===== src/rtl/resumption_delay_loop_if.sv =====
// Stream interface for resumption_delay_loop: input word, registered output word, live flag.
// The __steps counter output exists only when REWIRE_STEP_COUNT_EN is defined.
interface resumption_delay_loop_if #(
    parameter int unsigned WIDTH = 8
`ifdef REWIRE_STEP_COUNT_EN
    , parameter int unsigned CNT_W = 16
`endif
);
    logic [WIDTH-1:0] __in0;
    logic [WIDTH-1:0] __out0;
    logic             __continue;
`ifdef REWIRE_STEP_COUNT_EN
    logic [CNT_W-1:0] __steps;
`endif

    // master is the stream source, slave is the resumption machine
    modport master (
        output __in0,
        input  __out0,
        input  __continue
`ifdef REWIRE_STEP_COUNT_EN
        , input __steps
`endif
    );

    modport slave (
        input  __in0,
        output __out0,
        output __continue
`ifdef REWIRE_STEP_COUNT_EN
        , output __steps
`endif
    );
endinterface


===== src/rtl/resumption_delay_loop.sv =====
// Three-state resumption machine emitting in ^ in[DEPTH steps ago] until TERM is seen.
// Optional saturating LOOP-step counter enabled by defining REWIRE_STEP_COUNT_EN.
module resumption_delay_loop #(
    parameter int unsigned      WIDTH = 8,
    parameter int unsigned      DEPTH = 4,
    parameter logic [WIDTH-1:0] TERM  = 'hFF
`ifdef REWIRE_STEP_COUNT_EN
    , parameter int unsigned    CNT_W = 16
`endif
) (
    input  logic                    clk,
    input  logic                    rst,
    resumption_delay_loop_if.slave  io
);
    typedef enum logic [1:0] {
        S_START = 2'd0,
        S_LOOP  = 2'd1,
        S_HALT  = 2'd2
    } tag_e;

    tag_e             resumption_tag_q, resumption_tag_d;
    logic [WIDTH-1:0] out0_q, out0_d;
    logic             continue_q, continue_d;
    logic [WIDTH-1:0] d_q [DEPTH];
    logic [WIDTH-1:0] d_d [DEPTH];
`ifdef REWIRE_STEP_COUNT_EN
    logic [CNT_W-1:0] steps_q, steps_d;
`endif

    always_comb begin
        resumption_tag_d = resumption_tag_q;
        out0_d           = out0_q;
        continue_d       = continue_q;
        d_d              = d_q;
`ifdef REWIRE_STEP_COUNT_EN
        steps_d          = steps_q;
`endif
        case (resumption_tag_q)
            S_START: begin
                out0_d           = '0;
                continue_d       = 1'b1;
                resumption_tag_d = S_LOOP;
            end
            S_LOOP: begin
                out0_d = io.__in0 ^ d_q[DEPTH-1];
                d_d[0] = io.__in0;
                for (int unsigned k = 1; k < DEPTH; k++) begin
                    d_d[k] = d_q[k-1];
                end
`ifdef REWIRE_STEP_COUNT_EN
                if (steps_q != '1) begin
                    steps_d = steps_q + 1'b1;
                end
`endif
                // terminator still produces its output word and shift on this edge
                if (io.__in0 == TERM) begin
                    continue_d       = 1'b0;
                    resumption_tag_d = S_HALT;
                end else begin
                    continue_d       = 1'b1;
                end
            end
            S_HALT: begin
                continue_d = 1'b0;
            end
            default: begin
                continue_d       = 1'b0;
                resumption_tag_d = S_HALT;
            end
        endcase
    end

    always_ff @(posedge clk) begin
        if (rst) begin
            resumption_tag_q <= S_START;
            out0_q           <= '0;
            continue_q       <= 1'b0;
            d_q              <= '{default: '0};
`ifdef REWIRE_STEP_COUNT_EN
            steps_q          <= '0;
`endif
        end else begin
            resumption_tag_q <= resumption_tag_d;
            out0_q           <= out0_d;
            continue_q       <= continue_d;
            d_q              <= d_d;
`ifdef REWIRE_STEP_COUNT_EN
            steps_q          <= steps_d;
`endif
        end
    end

    assign io.__out0     = out0_q;
    assign io.__continue = continue_q;
`ifdef REWIRE_STEP_COUNT_EN
    assign io.__steps    = steps_q;
`endif
endmodule


===== src/flat_wrapper.sv =====
// flat-port wrapper written by rule: the top's interface ports become plain ports
module resumption_delay_loop_flat 
#(
    parameter int unsigned      WIDTH = 8,
    parameter int unsigned      DEPTH = 4,
    parameter logic [WIDTH-1:0] TERM  = 'hFF

)
  (clk, rst, io___in0, io___out0, io___continue);
  resumption_delay_loop_if #(.WIDTH(WIDTH)) io_i ();
  input  logic clk;
  input  logic rst;
  input wire logic [$bits(io_i.__in0)-1:0] io___in0;
  output wire logic [$bits(io_i.__out0)-1:0] io___out0;
  output wire logic [$bits(io_i.__continue)-1:0] io___continue;
  assign io_i.__in0 = io___in0;
  assign io___out0 = io_i.__out0;
  assign io___continue = io_i.__continue;
  resumption_delay_loop #(.WIDTH(WIDTH), .DEPTH(DEPTH), .TERM(TERM)) u_core (.clk(clk), .rst(rst), .io(io_i));
endmodule

===== config.mk =====
export PLATFORM = sky130hd
export DESIGN_NAME = resumption_delay_loop_flat
export DESIGN_NICKNAME = d
export VERILOG_FILES = /design/src/rtl/resumption_delay_loop_if.sv /design/src/rtl/resumption_delay_loop.sv /design/src/flat_wrapper.sv
export SDC_FILE = /design/constraint.sdc
export NUM_CORES = 1
export LEC_CHECK = 0
export BUFFER_PORTS_ARGS = -buffer_cell sky130_fd_sc_hd__clkbuf_2
export CAP_MARGIN = 15
export CORE_ASPECT_RATIO = 0.75
export CORE_MARGIN = 5
export CORE_UTILIZATION = 55
export CTS_CLUSTER_DIAMETER = 60
export DETAILED_ROUTE_END_ITERATION = 7
export GPL_ROUTABILITY_DRIVEN = 0
export HOLD_SLACK_MARGIN = 0.05
export PLACE_DENSITY_LB_ADDON = 0.05
export SYNTH_ARGS = -nofsm -noshare
export SYNTH_HDL_FRONTEND = slang
export SYNTH_SLANG_ARGS = --single-unit

===== constraint.sdc =====
create_clock -name clk -period 1.2 [get_ports clk]
set_input_delay 0.06 -clock clk [delete_from_list [all_inputs] [get_ports clk]]
set_output_delay 0.06 -clock clk [all_outputs]
set_load 0.005 [all_outputs]

After elaboration in Yosys (flattened, before gate mapping)
Index checks and enable logic that the tools add are counted.
{"block": "totals", "mem_bits_rw": 0, "in_bits": 10, "mem_count": 0, "ff_bits": 43, "latch_bits": 0, "romBits": 0, "elab_cells": 21, "output_inout_bits": 9}
{"block": "classes", "n_reduce_logical": 3, "bitwise": 2, "n_addsub": 0, "magnitude_cmp": 0, "shift": 0, "mux": 5, "n_div": 0, "eq_ne": 4, "mul": 0}
{"cell": "8-bit one-hot mux with 2 select lines", "count": 1}
{"cell": "8-bit equality test (second input constant)", "count": 1}
{"cell": "8-bit bitwise XOR", "count": 1}
{"cell": "2-bit one-hot mux with 3 select lines", "count": 1}
{"cell": "2-bit by 1-bit equality test with 1-bit output (second input constant)", "count": 1}
{"cell": "2-bit equality test (second input constant)", "count": 1}
{"cell": "2-bit zero test", "count": 1}
{"cell": "2-bit 2-to-1 mux", "count": 1}
{"cell": "2-bit by 1-bit inequality test with 1-bit output (second input constant)", "count": 1}
{"cell": "1-bit one-hot mux with 2 select lines", "count": 1}
{"cell": "2-bit AND reduction", "count": 1}
{"cell": "2-bit nonzero test", "count": 1}
{"cell": "1-bit 2-to-1 mux", "count": 1}
{"cell": "1-bit inverter", "count": 1}

Logic depth before layout (Yosys ltp)
Gate-level depths: netlist (run 1).
{"block": "logic_depth", "word_depth": 3, "mapped_depth": 4, "mapped_depth_nobuf": 3}

Least setup slack after synthesis (run 1)
Ideal clock, no wire load.
{"block": "synth_path", "kind": "flip-flop to flip-flop", "startpoint": "register u_core.resumption_tag_q[1]", "endpoint": "register u_core.d_q[31] in the netlist's numbering", "path_slack_ns": 0.250, "path_stages_with_launch": 5, "path_buffers": 1, "required_ns": 1.068, "period_less_slack_ns": 0.950, "arrival_time_ns": 0.818, "setup_ns": 0.132, "path_cell_list": "dfxtp_1 nand2b_2 buf_4 nand2_1 a21oi_2"}
{"block": "synth_via", "elab_chain_cells": 1}
{"item": "start, declared", "line_no": "resumption_delay_loop.sv:21", "source": "tag_e resumption_tag_q, resumption_tag_d;"}
{"item": "start signal, assigned", "line_no": "resumption_delay_loop.sv:83", "source": "resumption_tag_q <= resumption_tag_d;"}
{"item": "2-bit by 1-bit equality test with 1-bit output", "line_no": "resumption_delay_loop.sv:38", "source": "case (resumption_tag_q)"}
{"item": "end signal, assigned", "line_no": "resumption_delay_loop.sv:78", "source": "d_q <= '{default: '0};"}
{"item": "end signal, assigned", "line_no": "resumption_delay_loop.sv:86", "source": "d_q <= d_d;"}
{"item": "end, declared", "line_no": "resumption_delay_loop.sv:24", "source": "logic [WIDTH-1:0] d_q [DEPTH];"}
Every way passes these cells.
A chain may end at the register's enable or synchronous reset.

Final worst setup path (run 1)
{"block": "layout_path", "startpoint": "register u_core.resumption_tag_q[1]", "endpoint": "register u_core.d_q[6] in the netlist's numbering"}
Same word-level chain as after synthesis.

==> results of run 1 <==
[logic make-up (layout without fill, tap and decap cells)]
group | count (synthesis) | in the layout | share of synthesized area
buf+inv | 13 | 40 | 0.0442
compound gates | 41 | 41 | 0.180
flops | 43 | 43 | 0.533
xor+xnor | 8 | 8 | 0.0434
simple gates | 80 | 80 | 0.200
[per-stage QoR]
step                area, µm²  hold slack [ns]
floorplan                1620            0.196
finish                   1960           0.0526
CTS                      1950           0.0513
global placement         1780            0.340
global route             1960           0.0575
detailed placement       1780            0.350
[power breakdown]
part / switching [W] / internal, W / leakage (nW)
clock: 0.000454 / 0.000525 / 0.0515
combinational: 0.000131 / 0.000107 / 0.349
sequential: 0.0000224 / 0.00147 / 0.351
total: 0.000608 / 0.00210 / 0.751
[final cells by class]
cell class                 count  area, µm²
fill                         233        912
sequential                    43        861
clock buffer                   8        100
tap                           38       47.5
multi-input combinational    129        688
timing repair buffer          32        263
[critical path: stages, from the launching register on]
cell      delay (ns)
dfxtp_1         0.44
nand2b_2        0.20
buf_4           0.20
nand2_1         0.09
a21oi_2         0.14
[state kept, by name, summed over array words and instances (netlist names)]
register / count
u_core.d_q: 32
u_core.resumption_tag_q: 2
u_core.io.__out0: 8
u_core.io.__continue: 1
[worst paths after layout]
kind / to
max: u_core.d_q[6]
min: u_core.d_q[28]
max reg2reg: u_core.d_q[6]
min reg2reg: u_core.d_q[18]
[metal layers]
| metal | GRT usage | vias up |
|---|---|---|
| li1 | - | 655 |
| met1 | 0.201 | 590 |
| met2 | 0.267 | 18 |
| met3 | 0.0475 | 6 |
| met4 | 0.0658 | 0 |
| met5 | 0 | - |
[synth_stat cells]
cell type	n
a21oi_1	16
a21oi_2	16
a22oi_1	8
buf_2	6
buf_4	3
clkbuf_1	3
clkbuf_4	1
dfxtp_1	43
nand2_1	65
nand2b_2	1
nand3_1	1
nand4_1	1
nor2_1	8
nor2b_4	1
nor3_1	3
o21ba_2	1
xor2_1	8
[what timing repair did]
action / 4_1_cts / 5_1_grt
endpoints found under the hold margin: 8 / 0
endpoints found under the setup margin: 0 / 3
gates resized for setup: 0 / 1
hold buffers: 7 / 0
==> results.yml, run 1 <==
final_layout:
  nNetsFinal: 221
  final_common_cell: "nand2_1"
  antenna_cells: 0
  mostFrequentLayoutCells: "65 x nand2_1, 43 x dfxtp_1, 18 x clkbuf_2, 16 x a21oi_1, 16 x a21oi_2"
  post-route-util: 0.682
  syn2layout_area_growth_pct: 21.3
  final_layout_size_suffix_gt1_frac: 0.245
  final_cells: 250
sta:
  slew_headroom: 0.847
  layout_setup_ws_ns: 0.0648
  final.setup_skew_ns: 0.00271
  rsz0062_at_grt: "no"
  fmax_mhz: 881
  tightest_slew_ns: 0.228
  setup-tns-final_ns: 0
  finalSetupViolCount: 0
  final.min_clock_period_ns: 1.14
  hold_violations: 0
  slew_viol_final: 0
  period_share: 0.946
route:
  postRouteAntennaNets: 0
  top_layer_used: "met4"
  wire_per_inst_um: 12.7
  wl_met1_mm: 1.40
  finalWirelength_mm: 3.17
  vias: 1269
  viasPerCell: 5.08
  dr.pass1.iters: 4
  drt_iter0_drc: 98
  dr_wl_met3_um: 142
  route.detailed.drc: 0
  met2_length_mm: 1.58
worst_hold_path:
  whs_path_depth: 3
  min_from: "io___in0[4]"
  hp-class: "primary input to flop"
floorplan:
  start_util: 0.563
  dieWidth_um: 72.6
  design.core.area_um2: 2870
  boundaryPins: 19
  rows: 17
  die_h_um: 56.9
  die_area_um2: 4130
synthesis:
  synth_area_um2: 1620
  avgSynthCellArea_um2: 8.73
  yosysTopAreaCell: "dfxtp_1"
  syn_inst: 185
  syn-num-nets: 195
  yosysTopAreaCellShare: 0.533
  synthTopCellsByArea: "dfxtp_1 53%, nand2_1 15%, a21oi_2 8.7%"
  ys_ff_latch: 43
  yosysSeqAreaShare: 0.533
  yosysWarnings: 0
  synth.distinct_cells: 17
critical_path:
  ff2ff_setup_slack_ns: 0.06
  end_kind: "flop"
  worstSetupStartpointType: "flop"
  r2r-start: "u_core.resumption_tag_q[1]"
  crit_start: "u_core.resumption_tag_q[1]"
  crit_arrival_ns: 1.36
  crit_required_ns: 1.43
  worstSetupPathType: "flop to flop"
  path_max_fanout: 14
  rr_worst_depth: 4
power:
  ir_worst_vdd_mv: 0.684
  p_leak_nw: 0.751
  total_power_w: 0.00271
  cellPowerDensity_nw_per_um2: 1380
global_route:
  grt_pass1_vias: 1184
  grt_pass1_wl_mm: 5.29
  grt_max_degree: 29
  grt-ovfl-total: 0
  antenna_found_initial: 0
  globalRouteTotalUtil: 0.163
cts:
  tritoncts: "built"
  clk_pin_slew_ns: 0.07
  post_cts_buffers: 0
  cts_sinks: 43
  clk_latency_ns: 0.29
  root_buffer: "clkbuf_8"
  numCtsBuffers: 5
  cts_buffer_depth: 2
  htreeDepth: 2
status:
  status: "finished clean"
place:
  dpl_worst_slack_ns: 0.0761
  place_inst: 235
  dp_hpwl_mm: 2.13
  portBuffers: 18
run:
  cap_violations: 0
Power figures use the tool's default switching activity.
==> run 2, diff against run 1 <==
- CORE_ASPECT_RATIO: 0.75 -> default
==> results.yml, run 2 (synthesized netlist as in run 1, its figures left out) <==
final_layout:
  final_layout_size_suffix_gt1_frac: 0.236
  multi_input_area_um2: 688
  syn2layout_area_growth_pct: 18.2
  nNetsFinal: 223
  mostFrequentLayoutCells: "65 x nand2_1, 43 x dfxtp_1, 18 x clkbuf_2, 16 x a21oi_1, 16 x a21oi_2"
  ff_latch_area_um2: 861
  nFillCells: 243
  top_register: "u_core.d_q"
  antenna_cells: 0
  largest_register_ffs: 32
  final_common_cell: "nand2_1"
critical_path:
  cpMaxStageDelayCell: "dfxtp_1"
  rr_worst_depth: 4
  crit_start: "u_core.resumption_tag_q[0]"
  worstSetupStartpointType: "flop"
  r2r-start: "u_core.resumption_tag_q[0]"
  critPathTopFamily: "flip-flops"
  crit_chain: "nor2b_4, buf_12, nand2_1, a21oi_1"
  cp_slowest_stage_delay_ns: 0.44
  ff2ff_setup_slack_ns: 0.09
  crit_arrival_ns: 1.38
  worstSetupPathType: "flop to flop"
  path_max_fanout: 20
  r2r-end: "u_core.d_q[22]"
  crit_buf_inv: 1
  crit_required_ns: 1.47
  end_kind: "flop"
floorplan:
  dieWidth_um: 64.2
  boundaryPins: 19
  start_util: 0.581
  die_h_um: 64.2
  rows: 19
  die_area_um2: 4120
  design.core.area_um2: 2780
route:
  viasPerCell: 5.27
  route.detailed.drc: 0
  wire_per_inst_um: 12.5
  finalWirelength_mm: 3.03
  drt_iter0_drc: 52
  postRouteAntennaNets: 0
  vias: 1280
  dr.pass1.iters: 4
sta:
  rsz0062_at_grt: "no"
  final.setup_skew_ns: 0.00333
  finalSetupViolCount: 0
  period_share: 0.926
  final.min_clock_period_ns: 1.11
  setup-tns-final_ns: 0
  slew_headroom: 0.721
  hold_violations: 0
  hold_slack_ns: 0.146
  slew_viol_final: 0
  tightest_slew_ns: 0.418
  fmax_mhz: 900
global_route:
  globalRouteTotalUtil: 0.164
  grt_pass1_wl_mm: 5.31
  met1_usage: 0.203
  grt-ovfl-total: 0
  busiest_layer: "met2"
  use_met2: 0.258
  grt_pass1_vias: 1211
  grt_max_degree: 21
  antenna_found_initial: 0
  met3_usage: 0.0701
power:
  total_power_w: 0.00234
  p_leak_nw: 0.734
  ir_worst_vdd_mv: 0.910
  cellPowerDensity_nw_per_um2: 1230
  clkPwrFrac: 0.261
  power_switching_w: 0.000552
  internal_power_w: 0.00179
  p_comb_frac: 0.101
  sw_frac_of_total: 0.236
  seqPwrFrac: 0.638
place:
  dp_hpwl_mm: 2.17
  portBuffers: 18
worst_hold_path:
  min_from: "rst"
  hp-class: "primary input to flop"
  min_to: "u_core.d_q[3]"
  whs_path_depth: 2
cts:
  clk_latency_ns: 0.33
  tritoncts: "built"
  numCtsBuffers: 5
  post_cts_buffers: 0
  root_buffer: "clkbuf_4"
  cts_buffer_depth: 2
  cts_sinks: 43
  htreeDepth: 2
  clk_pin_slew_ns: 0.11
status:
  status: "finished clean"
run:
  cap_violations: 0
## run 2: cell types whose count changed in the layout (fill, tap and decap cells not counted), sizes merged
cell and delta:
clkbuf -2, buf +1, dlygate4sd3 +1
## run 2: worst max-delay path by stage
stage	end	slack (ns)	cells after the start
after floorplan	u_core.d_q[31]	0.25	4
after global placement	u_core.d_q[31]	0.15	4
after detailed placement	u_core.d_q[30]	0.11	4
after CTS	u_core.d_q[30]	0.06	4
after global routing	u_core.d_q[12]	0.003	4
final	u_core.d_q[22]	0.09	4
## run 2: worst reg2reg max path: cells and delay by family, from the launching register on
family / cells / cell delay, ns
AOI/OAI and AO/OA: 1 / 0.13
buffers and inverters: 1 / 0.17
DFF: 1 / 0.44
and+or+nand+nor: 2 / 0.31
## run 2: through the flow
step	instance area, µm²	util	std cells	setup slack [ns]
finish	1910	0.686	243	0.0888
global route	1910	0.686	243	0.00346
floorplan	1620	-	185	0.250
detailed placement	1780	0.641	229	0.107
CTS	1900	0.685	243	0.0650
global placement	1780	0.641	229	0.151
## run 2: routing by layer
| layer | part of all wire | vias to the layer above | wire length (µm) |
|---|---|---|---|
| met5 | 0 | - | 0 |
| met4 | 0.012 | 0 | 36 |
| met3 | 0.067 | 4 | 202 |
| met2 | 0.48 | 27 | 1460 |
| met1 | 0.44 | 591 | 1340 |
| li1 | - | 658 | - |
## run 2: what timing repair did
action,4_1_cts,5_1_grt
hold buffers,8,0
endpoints found under the hold margin,8,0
setup endpoints to repair,0,16
gates resized for setup,0,1
## run 2: power by group through the flow
stage	registers, W	clock network [W]	logic, W
3_3_place_gp	0.00152	0	0.000213
4_1_cts	0.00149	0.000632	0.000240
2_1_floorplan	0.00152	0	0.000131
5_1_grt	0.00150	0.000727	0.000265
3_5_place_dp	0.00153	0	0.000219
6_report	0.00149	0.000610	0.000237
## run 2: area by class of cell
type                       count  share of cell area
clock buffer                   6              0.0216
multi-input combinational    129               0.360
tap                           31              0.0203
sequential                    43               0.451
timing repair buffer          34               0.147
